`src/rtl/ex_wb_stage.sv`:
```
// ex_wb_stage -- execute and write-back stage of the 8-bit pipelined core.
//
// Selects the EX result (immediate, or the source operand with optional
// immediate add), forwards the previous result into operand A, latches the
// result into the EX/WB register and writes it into the 8x8 register file
// one edge later. Also provides the bypassed register-file read port used
// by the ID stage.
//
// Optional feature macro: ALU_ADD_EN
//   defined   : ALUSrc=0 gives A+Imm, EX_WB_Carry captures the carry-out
//   undefined : ALUSrc=0 gives A (register move), EX_WB_Carry tied to 0
//
// Ports:
//   Clk, Reset                 rising-edge clock, async active-high reset
//   ID_EX_RegWrite             instruction in EX writes a register
//   ID_EX_ALUSrc               1 = immediate result, 0 = register-source result
//   ID_EX_Read_Data            source operand value captured in ID
//   ID_EX_Imm_Data             immediate field
//   ID_EX_Read_Reg_Num         source register of the instruction in EX
//   ID_EX_Write_Reg_Num        destination register of the instruction in EX
//   ID_Read_Reg_Num            ID-stage read address
//   ID_Read_Data               ID-stage read data (combinational, bypassed)
//   EX_WB_RegWrite             registered write enable
//   EX_WB_Write_Reg_Num        registered destination
//   EX_WB_Write_Data           registered result
//   EX_WB_Carry                registered carry flag
module ex_wb_stage (
  input  logic       Clk,
  input  logic       Reset,
  input  logic       ID_EX_RegWrite,
  input  logic       ID_EX_ALUSrc,
  input  logic [7:0] ID_EX_Read_Data,
  input  logic [7:0] ID_EX_Imm_Data,
  input  logic [2:0] ID_EX_Read_Reg_Num,
  input  logic [2:0] ID_EX_Write_Reg_Num,
  input  logic [2:0] ID_Read_Reg_Num,
  output logic [7:0] ID_Read_Data,
  output logic       EX_WB_RegWrite,
  output logic [2:0] EX_WB_Write_Reg_Num,
  output logic [7:0] EX_WB_Write_Data,
  output logic       EX_WB_Carry
);

`ifdef ALU_ADD_EN
  // Unsigned 8-bit add with the carry kept as the 9th bit; the low byte wraps.
  function automatic logic [8:0] add_wrap(input logic [7:0] a, input logic [7:0] b);
    return {1'b0, a} + {1'b0, b};
  endfunction
`endif

  logic [7:0] rf [8];

  logic       fwd_a_p0;
  logic [7:0] op_a_p0;
  logic [7:0] result_p0;

  // ---- EX stage (p0): operand forwarding and result select ----
  // Forwarding is qualified by RegWrite so a bubble's latched data is never used.
  assign fwd_a_p0 = EX_WB_RegWrite && (EX_WB_Write_Reg_Num == ID_EX_Read_Reg_Num);
  assign op_a_p0  = fwd_a_p0 ? EX_WB_Write_Data : ID_EX_Read_Data;

`ifdef ALU_ADD_EN
  logic [8:0] sum_p0;
  logic       carry_p0;

  assign sum_p0    = add_wrap(op_a_p0, ID_EX_Imm_Data);
  assign result_p0 = ID_EX_ALUSrc ? ID_EX_Imm_Data : sum_p0[7:0];
  assign carry_p0  = ID_EX_ALUSrc ? 1'b0 : sum_p0[8];

  always_ff @(posedge Clk or posedge Reset) begin
    if (Reset) begin
      EX_WB_Carry <= 1'b0;
    end else begin
      EX_WB_Carry <= carry_p0;
    end
  end
`else
  assign result_p0   = ID_EX_ALUSrc ? ID_EX_Imm_Data : op_a_p0;
  assign EX_WB_Carry = 1'b0;
`endif

  // ---- EX/WB register (p1): loaded every cycle, no stall ----
  always_ff @(posedge Clk or posedge Reset) begin
    if (Reset) begin
      EX_WB_RegWrite      <= 1'b0;
      EX_WB_Write_Reg_Num <= 3'd0;
      EX_WB_Write_Data    <= 8'd0;
    end else begin
      EX_WB_RegWrite      <= ID_EX_RegWrite;
      EX_WB_Write_Reg_Num <= ID_EX_Write_Reg_Num;
      EX_WB_Write_Data    <= result_p0;
    end
  end

  // ---- WB stage: register file write (all registers writable, incl. R0) ----
  always_ff @(posedge Clk or posedge Reset) begin
    if (Reset) begin
      for (int i = 0; i < 8; i++) begin
        rf[i] <= 8'd0;
      end
    end else if (EX_WB_RegWrite) begin
      rf[EX_WB_Write_Reg_Num] <= EX_WB_Write_Data;
    end
  end

  // ID read port: a write pending in EX/WB is younger than the RF contents.
  assign ID_Read_Data = (EX_WB_RegWrite && (EX_WB_Write_Reg_Num == ID_Read_Reg_Num))
                        ? EX_WB_Write_Data : rf[ID_Read_Reg_Num];

endmodule

```
`config.mk`:
```
export PLATFORM = sky130hd
export DESIGN_NAME = ex_wb_stage
export DESIGN_NICKNAME = d
export VERILOG_FILES = /design/src/rtl/ex_wb_stage.sv
export SDC_FILE = /design/constraint.sdc
export NUM_CORES = 1
export LEC_CHECK = 0
export ABC_CLOCK_PERIOD_IN_PS = 2150
export BUFFER_PORTS_ARGS = -buffer_cell sky130_fd_sc_hd__buf_2
export CELL_PAD_IN_SITES_DETAIL_PLACEMENT = 0
export CELL_PAD_IN_SITES_GLOBAL_PLACEMENT = 1
export CORE_MARGIN = 3
export CORE_UTILIZATION = 43
export DETAILED_ROUTE_END_ITERATION = 16
export GPL_ROUTABILITY_DRIVEN = 0
export PLACE_DENSITY_LB_ADDON = 0.05
export SYNTH_ARGS = -nofsm -noshare
export SYNTH_HDL_FRONTEND = slang
export SYNTH_SLANG_ARGS = --single-unit
```
`constraint.sdc`:
```
create_clock -name Clk -period 2.15 [get_ports Clk]
set_input_delay 0.1075 -clock Clk [delete_from_list [all_inputs] [get_ports Clk]]
set_output_delay 0.1075 -clock Clk [all_outputs]
set_load 0.1 [all_outputs]
```
==> Word-level counts from Yosys, hierarchy flattened <==
Index checks and enable logic that the tools add are counted.
{ "totals": {"ff_bits": 76, "latchBits": 0, "mem_bits_rw": 0, "mem_bits_ro": 0, "inputBits": 29, "output_inout_bits": 21, "wordCells": 31, "n_memories": 0} }
{ "classes": {"n_addsub": 0, "mul": 0, "div_mod_pow": 0, "magnitude_cmp": 3, "n_eq_ne": 3, "n_shift": 0, "muxes": 9, "n_bitwise": 2, "n_reduce_logical": 3} }
{ "op_table": {"columns": ["cell", "n"], "rows": [
  ["bitwise mux 64 bit", 1],
  ["two-way mux 8 bit", 6],
  ["binary-select mux 8 bit (select 3 bit)", 1],
  ["demux 8 bit (select 3 bit)", 1],
  [">= comparator 4 bit, second input constant", 2],
  ["NOT 3 -> 4 bit", 2],
  ["equality test 3 bit", 2],
  ["less-than comparator 4 x 1 -> 1 bit, second input constant", 1],
  ["logical AND 1 bit", 3],
  ["inequality test 2 bit, second input constant", 1]
]} }

==> Longest topological paths before layout <==
{ "depth": {"depth_word": 6, "ltp_mapped": 5, "depth_no_buf": 3} }

==> Worst setup path before layout <==
No wires, ideal clock.
{ "synth_timing": {"path_type": "reg2out", "from": "reg EX_WB_Write_Reg_Num[1]", "to": "out ID_Read_Data[0]", "arrival_time_ps": 2430, "t_required_ps": 2043, "setup_slack_ps": -388, "path_stages_with_launch": 5, "n_path_buf": 1, "cell_sequence": "dfrtp_1 clkbuf_1 xnor2_1 nand4_1 mux2_2"} }
{ "synth_via": {"elab_chain_cells": 3} }
{ "synth_rtl": {"columns": ["item", "line_no", "rtl"], "rows": [
  ["from (decl)", "39", "output logic [2:0] EX_WB_Write_Reg_Num,"],
  ["from (signal assigned)", "90", "EX_WB_Write_Reg_Num <= ID_EX_Write_Reg_Num;"],
  ["equality test 3 bit", "107", "assign ID_Read_Data = (EX_WB_RegWrite && (EX_WB_Write_Reg_Num == ID_Read_Reg_Num))"],
  ["logical AND 1 bit", "107", null],
  ["two-way mux 8 bit", "108", "? EX_WB_Write_Data : rf[ID_Read_Reg_Num];"],
  ["to (decl)", "37", "output logic [7:0] ID_Read_Data,"]
]} }
No other way between the ends.

==> Final worst setup path <==
{ "layout_timing": {"from": "reg rf[10] (netlist bit)", "to": "out ID_Read_Data[2]"} }
{ "layout_via": {"elab_chain_cells": 4} }
{ "layout_rtl": {"columns": ["item", "line_no", "rtl"], "rows": [
  ["from (decl)", "51", "logic [7:0] rf [8];"],
  ["from (signal, indexed assignment)", "102", "rf[EX_WB_Write_Reg_Num] <= EX_WB_Write_Data;"],
  ["binary-select mux 8 bit (select 3 bit)", "108", null],
  ["two-way mux 8 bit (not written as such) (2 in a row)", "108", null],
  ["two-way mux 8 bit", "108", null]
]} }
No other way between the ends. The select of a mux whose other input is x is not followed.

==> flow_summary_export.csv <==
group,metric,value,unit
worst_setup_path,cp-end-kind,"primary output",
worst_setup_path,critPathMaxFanout,2,
sta,tns,0,ns
synthesis,yosysMostFrequentCell,"mux2_2",
global_route,grt_max_degree,77,
synthesis,ys_ff_latch,76,
synthesis,synth-main-ff-cell,"dfrtp_1",
synthesis,ys_async_sr_fraction,1.00,
synthesis,synth_cells,228,
synthesis,synth-edff-count,0,
floorplanning,num_rows,33,
layout,area_growth,21.1,%
floorplanning,floorplan.die_area,9690,µm²
sta,slew_viol_final,0,
clock_tree,postCtsSetupBuffers,0,
worst_setup_path,crit_top_cell,"mux2_2",
synthesis,synthTopCellsByCount,"95 x mux2_2, 76 x dfrtp_1, 14 x mux4_1, 8 x buf_1, 6 x xnor2_1",
power_and_ir_drop,ir_worst_vdd,0.767,mV
synthesis,synth_area_leader_cell,"dfrtp_1",
power_and_ir_drop,swShare,0.324,
synthesis,synth_top_area_share,0.518,
layout,fin_util,0.539,
floorplanning,die_x,98.4,µm
worst_setup_path,critPathLaunchType,"flip-flop",
power_and_ir_drop,power_frac_seq,0.420,
power_and_ir_drop,clkPwrFrac,0.261,
sta,layout_setup_ws,0.0604,ns
clock_tree,clk_latency,0.34,ns
power_and_ir_drop,p_sw,1500,µW
status,run_status,"finished, final reports clean",
sta,rsz0062_at_grt,"no",
detailed_routing,finalWirelength,7750,µm
floorplanning,die_y,98.4,µm
worst_setup_path,worst_path_max_delay_cell,"mux4_1",
clock_tree,cts_buffer_depth,2,
power_and_ir_drop,internal_power,3120,µW
sta,fin_worst_skew,0.00779,ns
global_route,grt_pass1_vias,2219,
place,hpwl,5000,µm
layout,drive_above_1_share,0.639,
synthesis,syn-num-nets,257,
clock_tree,cts_sinks,76,
worst_setup_path,worst_path_largest_cell_delay,0.50,ns
detailed_routing,drt_iter0_markers,121,
clock_tree,cts_htree_levels,3,
detailed_routing,vias_per_cell,5.30,
global_route,track_usage,0.169,
layout,final_nets,315,
power_and_ir_drop,pwr-share-comb,0.318,
worst_setup_path,critical_path_arrival,1.98,ns
worst_setup_path,crit_chain,"mux4_1 > mux2_2 > mux2_2 > buf_12",
floorplanning,ios,50,
sta,period_share,0.972,
clock_tree,cts_tree,"built",
place,pre_cts_slack,0.266,ns
global_route,antenna_found_initial,0,
clock_tree,cts-root-buf,"clkbuf_8",
layout,final_area,4450,µm²
clock_tree,cts_buffers,9,
sta,setup_viol,0,
synthesis,synth.area.top_cells,"dfrtp_1 52%, mux2_2 29%, mux4_1 10%",
worst_setup_path,worstPathRequired,2.04,ns
clock_tree,clkTransAtPathRegs,0.08,ns
detailed_routing,first_pass_iters,4,
sta,finalHoldViolations,0,
synthesis,ys_seq_area_frac,0.518,
worst_setup_path,crit_type,"flip-flop to primary output",
global_route,grt_pass1_wl,12400,µm
layout,antenna_cells,0,
place,placed_area,4170,µm²
synthesis,avgSynthCellArea,16.1,µm²
detailed_routing,ant_nets,0,
sta,clock.fmax,0.479,GHz
sta,fin_crit,2.09,ns
detailed_routing,drc,0,
synthesis,yosysUniqueCellTypes,21,
job,maxCapViolations,0,
power_and_ir_drop,power.total,4620,µW
power_and_ir_drop,p_leak,0.00196,µW
power_and_ir_drop,power.density,1040,nW/µm²
detailed_routing,wl_per_cell,19.6,µm
synthesis,ys.warnings.count,0,
floorplanning,coreArea,8260,µm²
detailed_routing,vias,2098,
global_route,grt_overflow,0,
synthesis,synth_area,3670,µm²
hold_path,hp-class,"input pin to flip-flop",
floorplanning,initial_utilization,0.445,
place,io_buffers,48,
==> layout make-up <==
type,count,area (µm²)
tap,105,131
fill,715,3810
timing repair buffer,66,524
clock buffer,10,138
inverter,1,3.75
clock inverter,6,87.6
sequential,76,1910
multi-input combinational,132,1660
==> repair_timing <==
item / 4_1_cts / 5_1_grt
endpoints found under the setup margin: 1 / 4
pin swaps: 0 / 0
gates resized for setup: 1 / 6
cloned: 0 / 0
hold endpoints to repair: 80 / 0
hold buffers: 5 / 0
==> metrics by stage <==
step           hold slack [ns]  cells
4_1_cts                  0.112    396
3_5_place_dp             0.217    375
6_report                 0.126    396
3_3_place_gp             0.217    375
5_1_grt                  0.113    396
2_1_floorplan            0.139    228
==> final timing paths <==
check | from | end | slack [ns] | cells after the start
setup / recovery | rf[10] | ID_Read_Data[2] | 0.06 | 4
hold / removal | ID_EX_Read_Data[3] | EX_WB_Write_Data[3] | 0.13 | 3
setup reg to reg | EX_WB_Write_Reg_Num[1] | EX_WB_Write_Data[4] | 0.52 | 3
hold reg to reg | rf[11] | rf[11] | 0.50 | 1
max in group asynchronous | Reset | rf[36] | 1.43 | 4
min in group asynchronous | Reset | EX_WB_Write_Data[6] | 0.40 | 4
==> state kept, by name, summed over array words and instances (netlist names) <==
register             cells
rf                      64
EX_WB_Write_Reg_Num      3
EX_WB_Write_Data         8
EX_WB_RegWrite           1
==> per-layer routing <==
metal,share of wire,wire (µm),vias to the layer above,GRT usage
li1,-,-,971,-
met1,0.48,3680,1097,0.240
met2,0.49,3790,24,0.264
met3,0.025,191,6,0.0382
met4,0.0097,75,0,0.0441
met5,0,0,-,0
==> worst max-delay path: cells and delay by family, from the launching register on <==
family,cells,cell delay [ns]
mux,3,1.08
flops,1,0.39
buf+inv,1,0.17
==> placed cells by master (no fill, tap or decap), types with 3 or more instances in the layout <==
cell and n:
dfrtp_1 72, buf_2 40, mux4_1 12, mux4_2 4
clkbuf_8 10, mux2_4 3, buf_4 11, buf_12 9
dlygate4sd3_1 5, dfrtp_2 4, xnor2_1 6, nand4_1 3
nand4b_1 3, mux2_2 93
==> power by group through the flow <==
stage                     clock network (µW)  logic, µW  registers [µW]
after floorplan                            0       1040            2000
after global placement                     0       1440            1970
after detailed placement                   0       1460            1970
after CTS                               1240       1470            1940
after global routing                    1310       1550            1990
final                                   1210       1470            1940
==> cells by family after synthesis <==
kind of cell / after synthesis / share of synthesized area
mux: 112 / 0.408
simple gates: 13 / 0.0289
other cells: 1 / 0.00102
buf+inv: 20 / 0.0306
xor+xnor: 6 / 0.0143
flops: 76 / 0.518
(Power assumes the default switching activity.)
